[src/rtl/pipeline_ctrl.sv]
// Front-end pipeline controller: redirect arbitration, stage stall/flush, fence drain.
// Optional build macro PIPE_CTRL_PERF_EN adds redirect and stall performance counters.
module pipeline_ctrl #(
   parameter int PC_WIDTH     = 32,
   parameter int FLUSH_CYCLES = 2
) (
   input  logic                i_clk,
   input  logic                i_rst_n,
   input  logic                i_be_stall,
   input  logic                i_be_empty,
   input  logic                i_exc_valid,
   input  logic [PC_WIDTH-1:0] i_exc_pc,
   input  logic                i_br_valid,
   input  logic [PC_WIDTH-1:0] i_br_pc,
   input  logic                i_fence_valid,
   input  logic [PC_WIDTH-1:0] i_fence_pc,
   output logic                o_fetch_stall,
   output logic                o_decode_stall,
   output logic                o_fetch_flush,
   output logic                o_decode_flush,
   output logic                o_redirect_valid,
   output logic [PC_WIDTH-1:0] o_redirect_pc,
   output logic [1:0]          o_state,
   output logic [31:0]         o_perf_flushes,
   output logic [31:0]         o_perf_stall_cycles
);

   localparam logic [1:0] ST_RUN   = 2'd0;
   localparam logic [1:0] ST_FLUSH = 2'd1;
   localparam logic [1:0] ST_DRAIN = 2'd2;

   localparam int CW = (FLUSH_CYCLES > 1) ? $clog2(FLUSH_CYCLES) : 1;
   localparam logic [CW-1:0] CNT_LOAD = CW'(FLUSH_CYCLES - 1);

   logic [1:0]          state_q;
   logic [CW-1:0]       cnt_q;
   logic                redirect_q;
   logic [PC_WIDTH-1:0] redirect_pc_q;
   logic [PC_WIDTH-1:0] fence_pc_q;

   logic                is_flush;
   logic                is_drain;
   logic                is_run;
   logic                take;
   logic                go_drain;
   logic [PC_WIDTH-1:0] take_pc;

   // Encoding 3 is unreachable and behaves as RUN.
   assign is_flush = (state_q == ST_FLUSH);
   assign is_drain = (state_q == ST_DRAIN);
   assign is_run   = !is_flush && !is_drain;

   always_comb begin
      take     = 1'b0;
      go_drain = 1'b0;
      take_pc  = i_exc_pc;
      unique case (1'b1)
         is_flush: begin
            take = i_exc_valid;
         end
         is_drain: begin
            take = i_exc_valid | i_br_valid | i_be_empty;
            take_pc = i_exc_valid ? i_exc_pc :
                      i_br_valid  ? i_br_pc  : fence_pc_q;
         end
         default: begin
            take     = i_exc_valid | i_br_valid;
            take_pc  = i_exc_valid ? i_exc_pc : i_br_pc;
            go_drain = i_fence_valid & !take;
         end
      endcase
   end

   always_ff @(posedge i_clk) begin
      if (!i_rst_n) begin
         state_q       <= ST_RUN;
         cnt_q         <= '0;
         redirect_q    <= 1'b0;
         redirect_pc_q <= '0;
         fence_pc_q    <= '0;
      end else begin
         redirect_q <= 1'b0;
         if (take) begin
            state_q       <= ST_FLUSH;
            cnt_q         <= CNT_LOAD;
            redirect_q    <= 1'b1;
            redirect_pc_q <= take_pc;
         end else if (go_drain) begin
            state_q    <= ST_DRAIN;
            fence_pc_q <= i_fence_pc;
         end else if (is_flush) begin
            if (cnt_q == '0) state_q <= ST_RUN;
            else             cnt_q   <= cnt_q - 1'b1;
         end
      end
   end

   assign o_fetch_stall    = i_be_stall | !is_run;
   assign o_decode_stall   = i_be_stall | !is_run;
   assign o_fetch_flush    = is_flush;
   assign o_decode_flush   = is_flush;
   assign o_redirect_valid = redirect_q;
   assign o_redirect_pc    = redirect_pc_q;
   assign o_state          = state_q;

`ifdef PIPE_CTRL_PERF_EN
   logic [31:0] perf_flushes_q;
   logic [31:0] perf_stall_q;

   always_ff @(posedge i_clk) begin
      if (!i_rst_n) begin
         perf_flushes_q <= '0;
         perf_stall_q   <= '0;
      end else begin
         if (redirect_q)     perf_flushes_q <= perf_flushes_q + 1'b1;
         if (o_decode_stall) perf_stall_q   <= perf_stall_q + 1'b1;
      end
   end

   assign o_perf_flushes      = perf_flushes_q;
   assign o_perf_stall_cycles = perf_stall_q;
`else
   assign o_perf_flushes      = '0;
   assign o_perf_stall_cycles = '0;
`endif

endmodule
[config.mk]
export PLATFORM = sky130hd
export DESIGN_NAME = pipeline_ctrl
export DESIGN_NICKNAME = d
export VERILOG_FILES = /design/src/rtl/pipeline_ctrl.sv
export SDC_FILE = /design/constraint.sdc
export NUM_CORES = 1
export LEC_CHECK = 0
export CORE_ASPECT_RATIO = 1.5
export CORE_MARGIN = 3
export CORE_UTILIZATION = 42
export DETAILED_ROUTE_END_ITERATION = 10
export PLACE_DENSITY = 0.81
export SYNTH_ARGS = -nofsm -noshare
export SYNTH_HDL_FRONTEND = slang
export SYNTH_SLANG_ARGS = --single-unit
[constraint.sdc]
create_clock -name i_clk -period 2.1 [get_ports i_clk]
set_input_delay 0.315 -clock i_clk [delete_from_list [all_inputs] [get_ports i_clk]]
set_output_delay 0.315 -clock i_clk [all_outputs]
set_load 0.05 [all_outputs]
==> results.md <==
- Crit Path Max Fanout: 11
- LEAKAGE: between 0.002 and 0.003 uW
- Post-route ant nets: 0
- Die Y: approximately 130 um
- Syn Inst Count: between 400 and 500
- Setup bufs post-CTS: 0
- DR vias: approximately 4000
- CTS Root Cell: clkbuf_16
- Pin count of the biggest net entering global routing: 39
- Drt first pass iters: 5
- Power Dens Cells: about 800 nW/um^2
- Max Slew Vio Count: 0
- Tot GR Track Use: 21.5%
- RSZ-0062 raised after global routing: no
- Core box area: about 10000 sq um
- # diodes: 0
- Achievable frequency: 509 MHz
- Dpl ws: -0.0700 ns
- Seq cells post-synth: between 60 and 70
- Layout net count: 720
- Drt wl/cell: about 17 um
- Detailed Route Iter0 Violations: 141
- Fin. Hold Viols: 0
- DR DRC count: 0
- Antenna violations before repair: 0
- Total CTS buffers: 9
- CP Data Arrival Time: about 2.2 ns
- Worst-path clk slew: roughly 0.05 ns
- Fin crit share: between 90% and 100%
- Final Non-Filler Cells: 760
- CTS tree: built
- WHS: 0.383 ns
- Synthesized cell area: approximately 4500 sq um
- CTS hold repair buffers: 0
- Die W: about 90 um
- Synth warn: 0
- Syn Area/Cell: around 9.1 sq um
- Commonest cells after routing, fill and taps aside: clkdlybuf4s50_1 (134), nand2_1 (96), dfxtp_1 (66)
- Htree depth: 3
- Least-Margin Pin Slew: 0.576 ns
- Yosys cell types: 31
- Detailed placement HPWL: 9.67 mm
- Worst hold-check path type: in -> reg
- WL final: ~13 mm
- Layout cell share with drive strength beyond 1: about 16%
- Main synth FF type: dfxtp_1
- Setup TNS: 0 ns
- Post-route cell area: 6040 sq um
- Cell Area, Placed: ~5700 sq um
- FF-to-FF setup slack: roughly 0.14 ns
- Placer Congestion: around 0.8
- Kind of critical path: reg -> reg
- Status: finished clean
- Die area: between 10000 and 15000 sq um
- Initial Utilization: a little over two fifths
- Maximum clock insertion buffer count: 2
- Max-slew headroom: between 60% and 70%
- Area growth, synth to finish: 35.4%
- Final WS setup: between 0.1 and 0.15 ns
- Cell count after placement: 745
- Port Buffer Count: 141
- CP endpoint kind: flip-flop
- Worst-skew pair later-pin latency: between 0.3 and 0.4 ns
- Final global-route overflow total: 0
- Seq/Total Area, Yosys: just over 30%
- Vias in the first global route: 4069
- Final setup vio count: 0
- Max VDD drop: about 450 uV
- Min Tclk post-route: a little under 2 ns
- First-pass GRT wire length: ~20 mm
- I/O pin count: 206
- Vias per cell: between 5 and 6
- Setup Skew: ~0.0046 ns
- Maxcap violations: 0
- CP Launch Type: flip-flop
- WP data required: between 2 and 2.5 ns
- TritonCTS Sinks: 68
- Row cnt: 45
- Commonest non-fill, non-tap cell in the layout: clkdlybuf4s50_1
- Async SR Flop Fraction: 0%
- EDFF count, synth: 0
report_power, final:
group / total, uW / switching [uW] / internal, uW
logic: 1820 / 1130 / 688
clock network: 1510 / 519 / 986
registers: 1490 / 76.3 / 1410
Yosys cell counts (all sizes together), types with 3 or more instances:
| cell | count | area share [%] |
|---|---|---|
| a21boi | 33 | 5.5 |
| nand2 | 96 | 8.1 |
| inv | 3 | 0.25 |
| o22ai | 32 | 8.7 |
| buf | 95 | 16 |
| mux2i | 32 | 7.2 |
| dfxtp | 68 | 30 |
| mux2 | 32 | 8.1 |
| a21o | 33 | 5.5 |
| clkbuf | 15 | 1.3 |
| a221oi | 32 | 6.3 |
layout make-up:
cell class                      count  area (sq um)
Fill cell                         934          4200
Multi-Input combinational cell    372          2600
Timing Repair Buffer              161          1580
Sequential cell                    68          1360
Clock buffer                       15           308
Tap cell                          141           176
Inverter                            3          11.3
worst max-delay path, cell delays in order, from the launching register on:
cell	delay, ns
dfxtp_2	0.36
inv_1	0.05
ha_2	0.37
nor2b_1	0.07
o22a_1	0.22
or2_2	0.37
buf_4	0.22
nor3b_1	0.21
logic make-up (layout without fill, tap and decap cells):
logic type / Yosys count / in the layout / synth area share (%)
adder cells (fa/ha/maj): 2 / 2 / 0.560
AO/OA/AOI/OAI: 136 / 136 / 27.1
AND/OR/NAND/NOR: 106 / 106 / 9.41
flip-flops: 68 / 68 / 30.5
other: 1 / 64 / 0.0840
buffers and inverters: 113 / 179 / 17.1
multiplexers: 64 / 64 / 15.2
metrics by stage:
| stage | utilization, % | total power, uW |
|---|---|---|
| 2_1_floorplan | - | 2850 |
| 3_3_place_gp | 55.9 | 3290 |
| 3_5_place_dp | 55.9 | 3330 |
| 4_1_cts | 58.9 | 4840 |
| 5_1_grt | 59.0 | 5000 |
| 6_report | 59.0 | 4810 |
flip-flops by register name (all words and copies together) (netlist names):
signal            cells
fence_pc_q           32
o_redirect_pc        32
o_state               2
cnt_q                 1
o_redirect_valid      1
final timing paths:
kind / startpoint / to / cells after the start
min: i_rst_n / o_state[0] / 2
min reg2reg: fence_pc_q[7] / fence_pc_q[7] / 2
max reg2reg: o_state[0] / o_state[1] / 7
max: o_state[0] / o_state[1] / 7
timing repair:
action                                  in CTS  in global routing
endpoints found under the setup margin      16                  3
gates resized for setup                      3                  2
pin swaps                                    0                  0
layer usage:
layer / track usage (%) / wire length [um] / share of wire [%] / vias up
met5: 0 / 0 / 0 / -
met4: 10.4 / 419 / 3.2 / 0
met1: 24.1 / 5200 / 40 / 1904
met2: 38.9 / 6690 / 51 / 196
li1: - / - / - / 1867
met3: 4.05 / 808 / 6.2 / 28
Note: power is estimated with default switching activity, not from simulation.
==> RTL edit 1, RTL diff (config.mk and constraints unchanged) <==
Put one more register stage on the output `o_redirect_valid`, without a reset. The value now appears one clock later. The other outputs are not delayed to match.
--- a/src/rtl/pipeline_ctrl.sv
+++ b/src/rtl/pipeline_ctrl.sv
@@ -99,7 +99,9 @@
    assign o_decode_stall   = i_be_stall | !is_run;
    assign o_fetch_flush    = is_flush;
    assign o_decode_flush   = is_flush;
-   assign o_redirect_valid = redirect_q;
+   always_ff @(posedge i_clk) begin
+      o_redirect_valid <= redirect_q;
+   end
    assign o_redirect_pc    = redirect_pc_q;
    assign o_state          = state_q;
 
Behaviour: not the same (Yosys sat finds a counterexample within 4 cycles, from zero or initial values and one cycle with i_rst_n low).
==> RTL edit 1 against the unedited design <==
Synthesized cell count rose by 0.20%; wire length increased by 0.53%; cell area increased by 0.56%; highest routed layer unchanged; die area rose by 0.43%; area after synthesis rose by 0.45%; worst setup slack got worse by 0.062 ns; sequential cell count is 1 higher; power increased by 0.41%; critical endpoint is now o_decode_stall.
==> RTL edit 1: results (changes against the unedited design) <==
{| class="wikitable"
! Metric !! Value
|-
| Run status || finished clean
|-
| GRT Overall Usage || 21.45% (-0.091 points)
|-
| Share of final-layout standard cells stronger than drive strength 1 || 15.78% (+0.11 points)
|-
| Post-detailed-route via-to-cell ratio || 5.231 (-0.49%)
|-
| Leakage power figure || 2.527 nW (+0.51%)
|-
| Post-place instance area || 5777 um^2 (+0.87%)
|-
| Global-route wire length before repair || 20,450 um (-0.51%)
|-
| Maximum number of pins on one net before global-route repair || 40 (+2.6%)
|-
| Pre-antenna DRT Iters || 4 (-1)
|-
| Count of nets after finishing || 722 (+0.28%)
|-
| R2R depth || 6 (-1)
|-
| Vias in the first global route || 4,120 (+1.3%)
|-
| Commonest cells in the synthesized netlist || 96 x sky130_fd_sc_hd__nand2_1, 69 x sky130_fd_sc_hd__buf_4, 69 x sky130_fd_sc_hd__dfxtp_1, 33 x sky130_fd_sc_hd__a21o_1
|-
| Routability congestion estimate from global placement || 0.8156 (+2.1%)
|-
| Family of cells with the greatest summed delay on the critical path || buffers and inverters
|-
| CTS-repair resized insts || 2 (-1)
|-
| Post-DR wirelength/cell || 17.30 um (+0.26%)
|-
| Total of fill cells in the finished design || 895 (-4.2%)
|-
| Final HPWL DP || 9807 um (+1.4%)
|-
| Data arrival at the endpoint of the critical path || 1.71 ns (-0.49 ns)
|-
| Setup slack, reg-to-reg || 0.17 ns (+0.03 ns)
|-
| Worst r2r dst || o_redirect_pc[11]
|-
| Hold Crit Endpoint || cnt_q
|-
| DRC marker count from the first detailed-route iteration || 171 (+21%)
|-
| Worst-Margin Slew || 0.5847 ns (+0.008322 ns)
|-
| Largest cells by area after synthesis || sky130_fd_sc_hd__dfxtp_1 31%, sky130_fd_sc_hd__buf_4 12%, sky130_fd_sc_hd__o22ai_2 8.4%, sky130_fd_sc_hd__nand2_1 8.0%, sky130_fd_sc_hd__mux2i_1 7.1%
|-
| Ys async rst share || 0% (unchanged)
|-
| Yosys Warn Count || 0 (unchanged)
|-
| Layout Skew || 0.002688 ns (-0.001921 ns)
|-
| Register area share after synthesis || 30.79% (+0.31 points)
|-
| Number of instances in the synthesized netlist || 491 (+0.20%)
|-
| Layout-stage area growth over the synthesis result || 35.51%
|-
| Setup slack after placement || -0.05972 ns (+0.01027 ns)
|-
| Clock slew at the register clock pins of the worst setup and hold paths || 0.05 ns (about the same)
|-
| Worst hold slack after final layout || 0.3142 ns (-0.06903 ns)
|-
| Number of placed instances with taps included || 747 (+0.27%)
|}
[RTL edit 1: cell count changes after synthesis]
cell                      change
sky130_fd_sc_hd__dfxtp_1      +1
[RTL edit 1: how the worst max path moves through the flow]
| stage | cells past startpoint | slack, ns | to |
|---|---|---|---|
| final | 5 | 0.08 | o_decode_stall |
| after detailed placement | 7 | -0.06 | o_redirect_pc[15] |
| after CTS | 5 | 0.07 | o_decode_stall |
| after global placement | 7 | 0.007 | o_redirect_pc[17] |
| after global routing | 5 | 0.006 | o_decode_stall |
| after floorplan | 7 | 0.08 | o_fetch_stall |
[RTL edit 1: cells by family (layout without fill, tap and decap cells)]
logic type      after synthesis  after routing  synth area share, %
compound gates              136            136                26.97
other cells                   1             64              0.08360
fa+ha+maj                     2              2               0.5578
simple gates                106            106                9.372
mux                          64             64                15.17
flops                        69             69                30.79
buf+inv                     113            180                17.04
[RTL edit 1: cell type report]
class                   instances  area share [%]
clock buffers                  15           4.899
inverters                       3          0.1853
multi-input cells             372           42.80
flip-flops and latches         69           22.77
well taps                     141           2.902
repair buffers                162           26.45
[RTL edit 1: power breakdown]
part / internal, mW / total, mW / switching, mW
Sequential: 1.43 / 1.50 / 0.0701
Clock: 0.955 / 1.49 / 0.538
Combinational: 0.699 / 1.84 / 1.14
[RTL edit 1: layer usage]
metal / wire length (um) / vias to the layer above / share of wire, % / global-route usage (%)
li1: - / 1867 / - / -
met1: 4830 / 1900 / 37 / 21.89
met2: 6988 / 192 / 53 / 40.21
met3: 918 / 27 / 7.0 / 5.233
met4: 442 / 0 / 3.4 / 10.65
met5: 0 / - / 0 / 0
==> RTL edit 2, RTL diff (same settings) <==
Made on the original files. `FLUSH_CYCLES`: 2 -> 4.
--- a/src/rtl/pipeline_ctrl.sv
+++ b/src/rtl/pipeline_ctrl.sv
@@ -2,7 +2,7 @@
 // Optional build macro PIPE_CTRL_PERF_EN adds redirect and stall performance counters.
 module pipeline_ctrl #(
    parameter int PC_WIDTH     = 32,
-   parameter int FLUSH_CYCLES = 2
+   parameter int FLUSH_CYCLES = 4
 ) (
    input  logic                i_clk,
    input  logic                i_rst_n,
Formal check against the unedited RTL: not equivalent (Yosys sat finds a counterexample within 4 cycles, from zero or initial values and one cycle with i_rst_n low).
==> RTL edit 2 against the unedited design <==
Clock power increased by 9%; area after synthesis rose by 6.7%; register-to-register slack better by 0.08 ns; sequential cell count rose by 1; wire length shrank 4.5%; cell area is 4.6% higher; clock skew is 0.0038 ns higher; power increased by 5.6%; critical endpoint is now o_decode_stall; worst setup slack worse by 0.033 ns; critical path type is now flip-flop to primary output; largest cell class unchanged; final cell count increased by 1.2%.
==> RTL edit 2: results (changes against the unedited design) <==
{| class="wikitable"
! Metric !! Value
|-
| Run status || finished clean
|-
| Met1 routing resource usage after global routing || 20.31% (-3.7 points)
|-
| Maximum number of pins on one net before global-route repair || 59 (+51%)
|-
| Worst hold path type || flip-flop to flip-flop
|-
| Register area share after synthesis || 29.00% (-1.5 points)
|-
| Global-route wire length before repair || 19,260 um (-6.3%)
|-
| GRT Overall Usage || 19.20% (-2.3 points)
|-
| Worst-Margin Slew || 0.5879 ns (+0.01148 ns)
|-
| Met3 global-route usage || 3.987% (-0.068 points)
|-
| Critical path peak fanout || 36 (+25)
|-
| Distinct cells, synth || 32 (+3.2%)
|-
| Share of final-layout standard cells stronger than drive strength 1 || 21.86% (+6.2 points)
|-
| WL final || 12,520 um (-4.5%)
|-
| DRC marker count from the first detailed-route iteration || 130 (-7.8%)
|-
| Final HPWL DP || 9248 um (-4.4%)
|-
| Total of fill cells in the finished design || 967 (+3.5%)
|-
| Layout Skew || 0.008391 ns (+0.003782 ns)
|-
| Largest cells by area after synthesis || sky130_fd_sc_hd__dfxtp_1 29%, sky130_fd_sc_hd__buf_4 13%, sky130_fd_sc_hd__a221oi_2 9.5%, sky130_fd_sc_hd__nand2_1 7.6%, sky130_fd_sc_hd__mux2_2 7.1%
|-
| Count of nets after finishing || 723 (+0.42%)
|-
| Commonest cells in the synthesized netlist || 97 x sky130_fd_sc_hd__nand2_1, 81 x sky130_fd_sc_hd__buf_4, 69 x sky130_fd_sc_hd__dfxtp_1, 38 x sky130_fd_sc_hd__a21boi_1
|-
| Pre-antenna DRT Iters || 4 (-1)
|-
| Count of vias placed by the detailed router || 4,003 (+0.20%)
|-
| Global-route met2 utilization || 35.79% (-3.1 points)
|-
| Leakage power figure || 2.549 nW (+1.4%)
|-
| Data arrival at the endpoint of the critical path || 1.68 ns (-0.52 ns)
|-
| Routability congestion estimate from global placement || 0.8100 (+1.4%)
|-
| Setup slack after placement || 0.2314 ns (+0.3014 ns)
|-
| IR drop worst, VDD || 0.0004139 V (-8.8%)
|}
-- RTL edit 2: final cells by class --
class	instances	share of cell area, %
inverter	4	0.2375
sequential	69	21.93
clock buffer	10	3.781
tap	147	2.910
multi-input combinational	376	45.29
clock inverter	6	1.366
timing repair buffer	157	24.49
-- RTL edit 2: metal layers --
metal	up-vias	routed length, um
li1	1888	-
met1	1924	4703
met2	167	6790
met3	24	766
met4	0	262
met5	-	0
-- RTL edit 2: timing repair --
item,CTS,global route
setup endpoints to repair,2,0
gates resized for setup,1,0
setup buffers,0,0
hold endpoints to repair,0,0
-- RTL edit 2: power by group --
| group | total, mW | internal [mW] | switching, mW |
|---|---|---|---|
| logic | 1.94 | 0.735 | 1.20 |
| registers | 1.50 | 1.43 | 0.0682 |
| clock network | 1.64 | 1.07 | 0.571 |
| total | 5.08 | 3.24 | 1.84 |
-- RTL edit 2: final timing paths --
kind                                           to  cells after the start  slack [ns]            from
worst max-delay path               o_decode_stall                      5        0.10      o_state[0]
worst min-delay path               fence_pc_q[18]                      2        0.45  fence_pc_q[18]
worst max register to register  o_redirect_pc[11]                      8        0.22      o_state[1]
worst min register to register     fence_pc_q[18]                      2        0.45  fence_pc_q[18]
-- RTL edit 2: kinds of logic (layout without fill, tap and decap cells) --
family	after synthesis	after routing	synth area share, %
multiplexers	65	65	14.50
flip-flops	69	69	29.00
adder cells (fa/ha/maj)	3	3	0.7881
other	1	64	0.07873
buffers and inverters	113	177	16.84
AO/OA/AOI/OAI	136	136	29.52
XOR/XNOR	1	1	0.1839
AND/OR/NAND/NOR	107	107	9.089
-- RTL edit 2: metrics by stage --
stage               cells  utilization (%)  power, mW  cell area, um^2
floorplan             558                -      3.003             5009
global placement      753            54.20      3.420             5992
detailed placement    753            54.20      3.461             5992
CTS                   769            57.18      5.109             6321
global route          769            57.18      5.267             6321
finish                769            57.18      5.078             6321
-- RTL edit 2: worst max-delay path: stages, from the launching register on --
cell and delay [ns]:
sky130_fd_sc_hd__dfxtp_4 0.36, sky130_fd_sc_hd__inv_1 0.07, sky130_fd_sc_hd__ha_4 0.30, sky130_fd_sc_hd__buf_6 0.31, sky130_fd_sc_hd__nand2b_2 0.11, sky130_fd_sc_hd__buf_4 0.20
